--- config.mk ---
export PLATFORM = sky130hd
export DESIGN_NAME = line_follow_pi
export DESIGN_NICKNAME = d
export VERILOG_FILES = /design/src/rtl/line_follow_pi.sv
export SDC_FILE = /design/constraint.sdc
export NUM_CORES = 1
export LEC_CHECK = 0
export CAP_MARGIN = 20
export CORE_MARGIN = 2
export CORE_UTILIZATION = 40
export DETAILED_ROUTE_END_ITERATION = 8
export GPL_TIMING_DRIVEN = 0
export PLACE_DENSITY = 0.64
export SETUP_SLACK_MARGIN = 0.15
export SYNTH_ARGS = -nofsm -noshare
export SYNTH_HDL_FRONTEND = slang
export SYNTH_SLANG_ARGS = --single-unit
--- constraint.sdc ---
create_clock -name clk -period 4.55 [get_ports clk]
set_clock_uncertainty 0.05 [all_clocks]
set_input_delay 0.91 -clock clk [delete_from_list [all_inputs] [get_ports clk]]
set_output_delay 0.91 -clock clk [all_outputs]
set_load 0.02 [all_outputs]
--- src/rtl/line_follow_pi.sv ---
// Line-follower PI controller: scans IR emitter/receiver pairs through an external A2D,
// forms a weighted position error and drives left/right motor commands.
module line_follow_pi #(
    parameter int          NUM_PAIRS  = 3,
    parameter int          SETTLE_CYC = 4095,
    parameter int          INT_DEC    = 4,
    parameter logic [7:0]  KP         = 8'h36,
    parameter logic [7:0]  KI         = 8'h05,
    parameter logic [11:0] FWD_MAX    = 12'h700,
    parameter int          MOT_W      = 11,
    parameter int          CNV_TO     = 1023
) (
    input  logic                 clk,
    input  logic                 rst,
    input  logic                 go,
    input  logic                 cnv_cmplt,
    input  logic [11:0]          A2D_res,
    output logic                 strt_cnv,
    output logic [2:0]           chnnl,
    output logic [NUM_PAIRS-1:0] IR_en,
    output logic [7:0]           LEDs,
    output logic [MOT_W-1:0]     lft,
    output logic [MOT_W-1:0]     rht,
    output logic                 upd,
    output logic                 a2d_err
);

    localparam int         TO_W      = (CNV_TO > 1) ? $clog2(CNV_TO + 1) : 1;
    localparam logic [1:0] LAST_PAIR = 2'(NUM_PAIRS - 1);

    typedef enum logic [2:0] {IDLE, SETTLE, CONV, CALC_ERR, INTG, PI, MOTOR} state_t;

    state_t                r_state;
    logic [1:0]            r_pair;
    logic                  r_side;
    logic [15:0]           r_settle_cnt;
    logic [TO_W-1:0]       r_to_cnt;
    logic [4:0]            r_dec;
    logic signed [15:0]    r_accum;
    logic signed [11:0]    r_error;
    logic signed [11:0]    r_intgrl;
    logic [11:0]           r_fwd;
    logic signed [15:0]    r_pcomp;
    logic signed [15:0]    r_icomp;
    logic [11:0]           r_lft_reg;
    logic [11:0]           r_rht_reg;
    logic                  r_strt;
    logic [2:0]            r_chnnl;
    logic [NUM_PAIRS-1:0]  r_ir_en;
    logic                  r_upd;
    logic                  r_err;

    logic [15:0]           w_shifted;
    logic [1:0]            w_pair_next;
    logic [4:0]            w_dec_next;
    logic signed [20:0]    w_pprod;
    logic signed [20:0]    w_iprod;
    logic signed [17:0]    w_fwd18;
    logic signed [17:0]    w_pi18;
    logic signed [17:0]    w_lft_sum;
    logic signed [17:0]    w_rht_sum;

    function automatic logic signed [11:0] sat12(input logic signed [15:0] v);
        if (v > 16'sd2047)
            return 12'h7FF;
        else if (v < -16'sd2048)
            return 12'h800;
        else
            return v[11:0];
    endfunction

    function automatic logic [11:0] clamp12(input logic signed [17:0] v);
        if (v < 18'sd0)
            return 12'h000;
        else if (v > 18'sd4095)
            return 12'hFFF;
        else
            return v[11:0];
    endfunction

    // Pair weighting is a plain shift by the pair index.
    assign w_shifted   = 16'(A2D_res) << r_pair;
    assign w_pair_next = r_pair + 2'd1;
    assign w_dec_next  = r_dec + 5'd1;
    assign w_pprod     = 21'(r_error)  * 21'($signed({1'b0, KP}));
    assign w_iprod     = 21'(r_intgrl) * 21'($signed({1'b0, KI}));
    assign w_fwd18     = $signed({6'b000000, r_fwd});
    assign w_pi18      = 18'(r_pcomp) + 18'(r_icomp);
    assign w_lft_sum   = w_fwd18 + w_pi18;
    assign w_rht_sum   = w_fwd18 - w_pi18;

    always_ff @(posedge clk) begin
        if (rst) begin
            r_state      <= IDLE;
            r_pair       <= 2'd0;
            r_side       <= 1'b0;
            r_settle_cnt <= 16'd0;
            r_to_cnt     <= '0;
            r_dec        <= 5'd0;
            r_accum      <= 16'sd0;
            r_error      <= 12'sd0;
            r_intgrl     <= 12'sd0;
            r_fwd        <= 12'd0;
            r_pcomp      <= 16'sd0;
            r_icomp      <= 16'sd0;
            r_lft_reg    <= 12'd0;
            r_rht_reg    <= 12'd0;
            r_strt       <= 1'b0;
            r_chnnl      <= 3'd0;
            r_ir_en      <= '0;
            r_upd        <= 1'b0;
            r_err        <= 1'b0;
        end else if (!go) begin
            // Stopping parks the robot but keeps Error so the LEDs still show the last reading.
            r_state   <= IDLE;
            r_ir_en   <= '0;
            r_strt    <= 1'b0;
            r_upd     <= 1'b0;
            r_fwd     <= 12'd0;
            r_intgrl  <= 12'sd0;
            r_dec     <= 5'd0;
            r_lft_reg <= 12'd0;
            r_rht_reg <= 12'd0;
            r_err     <= 1'b0;
        end else begin
            r_strt <= 1'b0;
            r_upd  <= 1'b0;
            case (r_state)
                IDLE: begin
                    r_accum      <= 16'sd0;
                    r_pair       <= 2'd0;
                    r_side       <= 1'b0;
                    r_settle_cnt <= 16'd0;
                    r_ir_en      <= NUM_PAIRS'(1);
                    r_state      <= SETTLE;
                end
                SETTLE: begin
                    if (r_settle_cnt == 16'(SETTLE_CYC - 1)) begin
                        r_settle_cnt <= 16'd0;
                        r_chnnl      <= {r_pair, r_side};
                        r_strt       <= 1'b1;
                        r_to_cnt     <= '0;
                        r_state      <= CONV;
                    end else begin
                        r_settle_cnt <= r_settle_cnt + 16'd1;
                    end
                end
                CONV: begin
                    if (cnv_cmplt) begin
                        if (!r_side) begin
                            r_accum <= r_accum + w_shifted;
                            r_side  <= 1'b1;
                            r_state <= SETTLE;
                        end else begin
                            r_accum <= r_accum - w_shifted;
                            r_side  <= 1'b0;
                            if (r_pair == LAST_PAIR) begin
                                r_ir_en <= '0;
                                r_state <= CALC_ERR;
                            end else begin
                                r_pair  <= w_pair_next;
                                r_ir_en <= NUM_PAIRS'(1) << w_pair_next;
                                r_state <= SETTLE;
                            end
                        end
                    end else if (r_to_cnt == TO_W'(CNV_TO - 1)) begin
                        r_err   <= 1'b1;
                        r_ir_en <= '0;
                        r_state <= IDLE;
                    end else begin
                        r_to_cnt <= r_to_cnt + TO_W'(1);
                    end
                end
                CALC_ERR: begin
                    r_error <= sat12(r_accum);
                    r_state <= INTG;
                end
                INTG: begin
                    if (w_dec_next == 5'(INT_DEC)) begin
                        r_intgrl <= sat12(16'(r_intgrl) + 16'(r_error));
                        r_dec    <= 5'd0;
                    end else begin
                        r_dec    <= w_dec_next;
                    end
                    if (r_fwd < FWD_MAX)
                        r_fwd <= r_fwd + 12'd1;
                    r_state <= PI;
                end
                PI: begin
                    r_pcomp <= 16'(w_pprod >>> 4);
                    r_icomp <= 16'(w_iprod >>> 4);
                    r_state <= MOTOR;
                end
                MOTOR: begin
                    r_lft_reg <= clamp12(w_lft_sum);
                    r_rht_reg <= clamp12(w_rht_sum);
                    r_upd     <= 1'b1;
                    r_state   <= IDLE;
                end
                default: r_state <= IDLE;
            endcase
        end
    end

    assign strt_cnv = r_strt;
    assign chnnl    = r_chnnl;
    assign IR_en    = r_ir_en;
    assign LEDs     = r_error[11:4];
    assign lft      = r_lft_reg[11:12-MOT_W];
    assign rht      = r_rht_reg[11:12-MOT_W];
    assign upd      = r_upd;
    assign a2d_err  = r_err;

endmodule

==> out/summary.md <==
The run finished with clean final reports. Once the floorplan was initialized, standard cells occupied 40.3% of the core. The start point of the worst min-delay path is r_icomp[5]. In this run the standard cell core region covers 28,500 um2.

Number of antenna-violating nets in the routed design: 0. For the total congestion overflow after global routing, the log shows 0. The floorplan has 62 rows. The maximum number of pins on one net before global-route repair came out at 17.

Measured against its own limit, the worst slew margin works out to 37.7%. Final layout net count: 1,660. Pin placement for this block handled 55 I/O pins.

The run gives 1,583 as the net count after synthesis. For the total wire length after detailed routing, the log shows 28,100 um. Setup violations remaining at the end of the flow were counted as 0.

Adding up every negative setup slack in the final design gives 0 ns. The critical path is of the in -> reg type. The clock latency reported for the late side of the worst-skew pair was 0.44 ns; the worst path arrival time was 4.71 ns. The largest single stage delay on the critical path is 0.54 ns.

Relative to the synthesized area, the layout overhead comes to 15.9%. Across the VDD grid, the largest voltage drop is 0.000186 V. Wire length per cell after detailed routing: 14.9 um. Setup repair after global routing could not meet its margin everywhere. For hold timing, the worst endpoint is r_icomp[5].

The synthesized design contains 147 register bits. The logs give 1 for the initial antenna violation count and 0.161 ns for the final worst setup slack. The routed via count divided by cell count is 5.32, and the setup slack on the worst flop-to-flop path is 0.26 ns. The worst hold slack across all endpoints is 0.407 ns, and the clock net sink count is 147.

The count of flip-flops with a built-in enable after synthesis is 0. After layout, the worst path uses 96.5% of the clock period. In this run, CTS created clock tree buffers numbering 17. Sequential elements use 25.6% of the synthesized area. In this run the mean area of a mapped cell was 8.15 um2. Measured in cells, the most critical reg-to-reg path has a length of 21. The antenna cell count was 0; the last weighted congestion value of the routability-driven placer was 0.868.

The worst setup path is captured at a flop. The detailed placement HPWL was 21,400 um. Across the run, the number of max-cap violations was 0.

After synthesis, the netlist uses 83 different library cells. The clock passes through at most 2 buffers. The horizontal die dimension works out to 174 um.

The logs give 4 for the H-tree depth and 5 for the number of optimization iterations in the first detailed-route pass. The maximum operating frequency is 228 MHz, and the share of the synthesized area in the top cell type is 25.6%. Dividing total power by cell area gives a power density of 221 nW/um2. Ranked by total cell area, the synthesized netlist is headed by sky130_fd_sc_hd__dfxtp_1 26%, sky130_fd_sc_hd__ha_1 14%, sky130_fd_sc_hd__a21oi_1 5.6%. The logs give 9,505 for the via count of the first global-routing pass and 0 for the final count of hold timing violations. Clock-pin slew was measured on the worst setup and hold paths at 0.08 ns.

By count the netlist is led by 151 x sky130_fd_sc_hd__nor2_1, 147 x sky130_fd_sc_hd__dfxtp_1, 129 x sky130_fd_sc_hd__ha_1. The post-synthesis cell area is 11,500 um2. In this run, the number of DRC markers left after iteration 0 of detailed routing was 591. sky130_fd_sc_hd__nor2_1 is the most common cell in the netlist. Counting instances, the worst hold path has a depth of 2. Walking the worst path, the cells encountered are clkdlybuf4s50_1, mux4_2, nor2_1, and4bb_1, or3b_4, nor2_2, nor2_1, xor2_1, ha_1, nand3_1, nand2_1, a41o_1, o41a_1, xor2_1, or3_1, a31oi_1.

The die height was 174 um. For the pin with the worst max-slew slack, the measured transition is 0.926 ns. Summed over all instances, the cell type with the most area after synthesis is sky130_fd_sc_hd__dfxtp_1.

For the worst setup path, the data required time is 4.87 ns. The synthesized instance count came out at 1,412. TritonCTS built the clock tree. The routed layout has 10,034 vias. At the placement stage, the worst setup path has a slack of -0.880 ns. Endpoint of the most critical register-to-register path: r_accum[15]. The post-route netlist has 8.32% of its cells at a drive strength greater than 1. In the final layout, the registers with the most flip-flops are r_accum: 16 flops, r_settle_cnt: 16 flops, r_pcomp: 15 flops.

The first global-routing pass estimated 46,100 um of wire. The count of final max-slew check failures was 0. Total power after layout: 0.00295 W.

Global routing used 18.5% of the available tracks across all layers. The layout filler cell count is 2,907, and the clock period minus worst slack is 4.39 ns. In the synthesized netlist the dominant register cell turns out to be sky130_fd_sc_hd__dfxtp_1. For this run, the number of Yosys warnings is 0. The tree is rooted in a sky130_fd_sc_hd__clkbuf_16. The number of buffer cells added on primary ports came out at 52. The path class of the tightest hold or removal check is reg -> reg.

The analysis attributes to cell leakage a power of 5.43 nW. The die footprint came out at 30,200 um2. The nature of the critical path startpoint is an input pin. The slowest stage of the critical path belongs to the cell sky130_fd_sc_hd__mux4_2. In this run the worst path has a maximum fanout of 4.

The share of synthesized flip-flops with an asynchronous set or reset was 0%. The worst register-to-register path begins at r_pair[1]. In the routed design, unresolved DRC markers number 0.
==> area by class of cell <==
cell class              instances  area [um2]  share of cell area, %
plain buffers                  64         354                   2.65
clock buffers                  17         425                   3.19
clock inverters                15         186                   1.40
inverters                     108         405                   3.04
multi-input cells            1093        7990                   59.8
flip-flops and latches        147        2950                   22.1
well taps                     384         480                   3.60
repair buffers                 58         558                   4.18
==> repair_timing <==
item | 4_1_cts | 5_1_grt
pin swaps | 5 | 6
hold endpoints to repair | 0 | 0
setup buffers | 3 | 3
gates resized for setup | 22 | 36
setup endpoints to repair | 24 | 25
hold buffers | 0 | 0
==> metrics by stage <==
stage                     utilization [%]  instance area, um2  instances
after global routing                 46.7               13300       1886
after floorplan                         -               11500       1412
after CTS                            46.3               13200       1883
after global placement               43.9               12500       1848
final                                46.7               13300       1886
after detailed placement             43.9               12500       1848
==> how the worst max path moves through the flow <==
stage,startpoint,endpoint,slack (ns),cells past startpoint
floorplan,r_pair[0],r_accum[15],0.19,21
global placement,A2D_res[1],r_accum[15],-0.84,20
detailed placement,A2D_res[1],r_accum[15],-0.88,20
CTS,r_pair[1],r_accum[15],0.05,21
global route,A2D_res[5],r_accum[15],-0.02,16
finish,A2D_res[3],r_accum[15],0.16,16
==> routing by layer <==
layer  vias up  global-route usage (%)  part of all wire, %
met5         -                       0                    0
met4         0                    4.69                  1.6
met3        32                    2.61                  3.2
met2       150                    32.7                   49
met1      4736                    23.7                   47
li1       5116                       -                    -
==> worst max-delay path: cells and delay by family <==
kind | cells | cell delay, ns
AOI/OAI and AO/OA | 3 | 0.65
xor gates and xnor gates | 2 | 0.37
adders and majority gates | 1 | 0.34
buffers and inverters | 1 | 0.47
muxes | 1 | 0.54
and+or+nand+nor | 8 | 1.42
==> logic make-up (layout without fill, tap and decap cells) <==
logic type | count (synthesis) | in the layout | share of synthesized area [%]
AND/OR/NAND/NOR | 452 | 452 | 18.6
AO/OA/AOI/OAI | 352 | 352 | 20.2
buffers and inverters | 172 | 262 | 6.12
adder cells (fa/ha/maj) | 160 | 160 | 19.0
flip-flops | 147 | 147 | 25.6
XOR/XNOR | 110 | 110 | 8.37
multiplexers | 19 | 19 | 2.18
==> cell usage in the layout, fill, tap and decap left out, types with 25 or more instances in the layout <==
| cell | instances |
|---|---|
| sky130_fd_sc_hd__nor2_1 | 150 |
| sky130_fd_sc_hd__dfxtp_1 | 145 |
| sky130_fd_sc_hd__ha_1 | 127 |
| sky130_fd_sc_hd__a21oi_1 | 125 |
| sky130_fd_sc_hd__nand2_1 | 124 |
| sky130_fd_sc_hd__inv_1 | 107 |
| sky130_fd_sc_hd__xnor2_1 | 70 |
| sky130_fd_sc_hd__o21ai_0 | 57 |
| sky130_fd_sc_hd__clkdlybuf4s50_1 | 49 |
| sky130_fd_sc_hd__xor2_1 | 38 |
| sky130_fd_sc_hd__clkbuf_1 | 38 |
| sky130_fd_sc_hd__nand3_1 | 27 |
| sky130_fd_sc_hd__fa_1 | 25 |
==> power by group <==
| part | internal [W] | switching, W | total, W |
|---|---|---|---|
| sequential | 0.00129 | 0.00000518 | 0.00130 |
| clock | 0.000836 | 0.000650 | 0.00149 |
| combinational | 0.0000627 | 0.000103 | 0.000166 |
| total | 0.00219 | 0.000758 | 0.00295 |
Note: power is estimated with default switching activity, not from simulation.
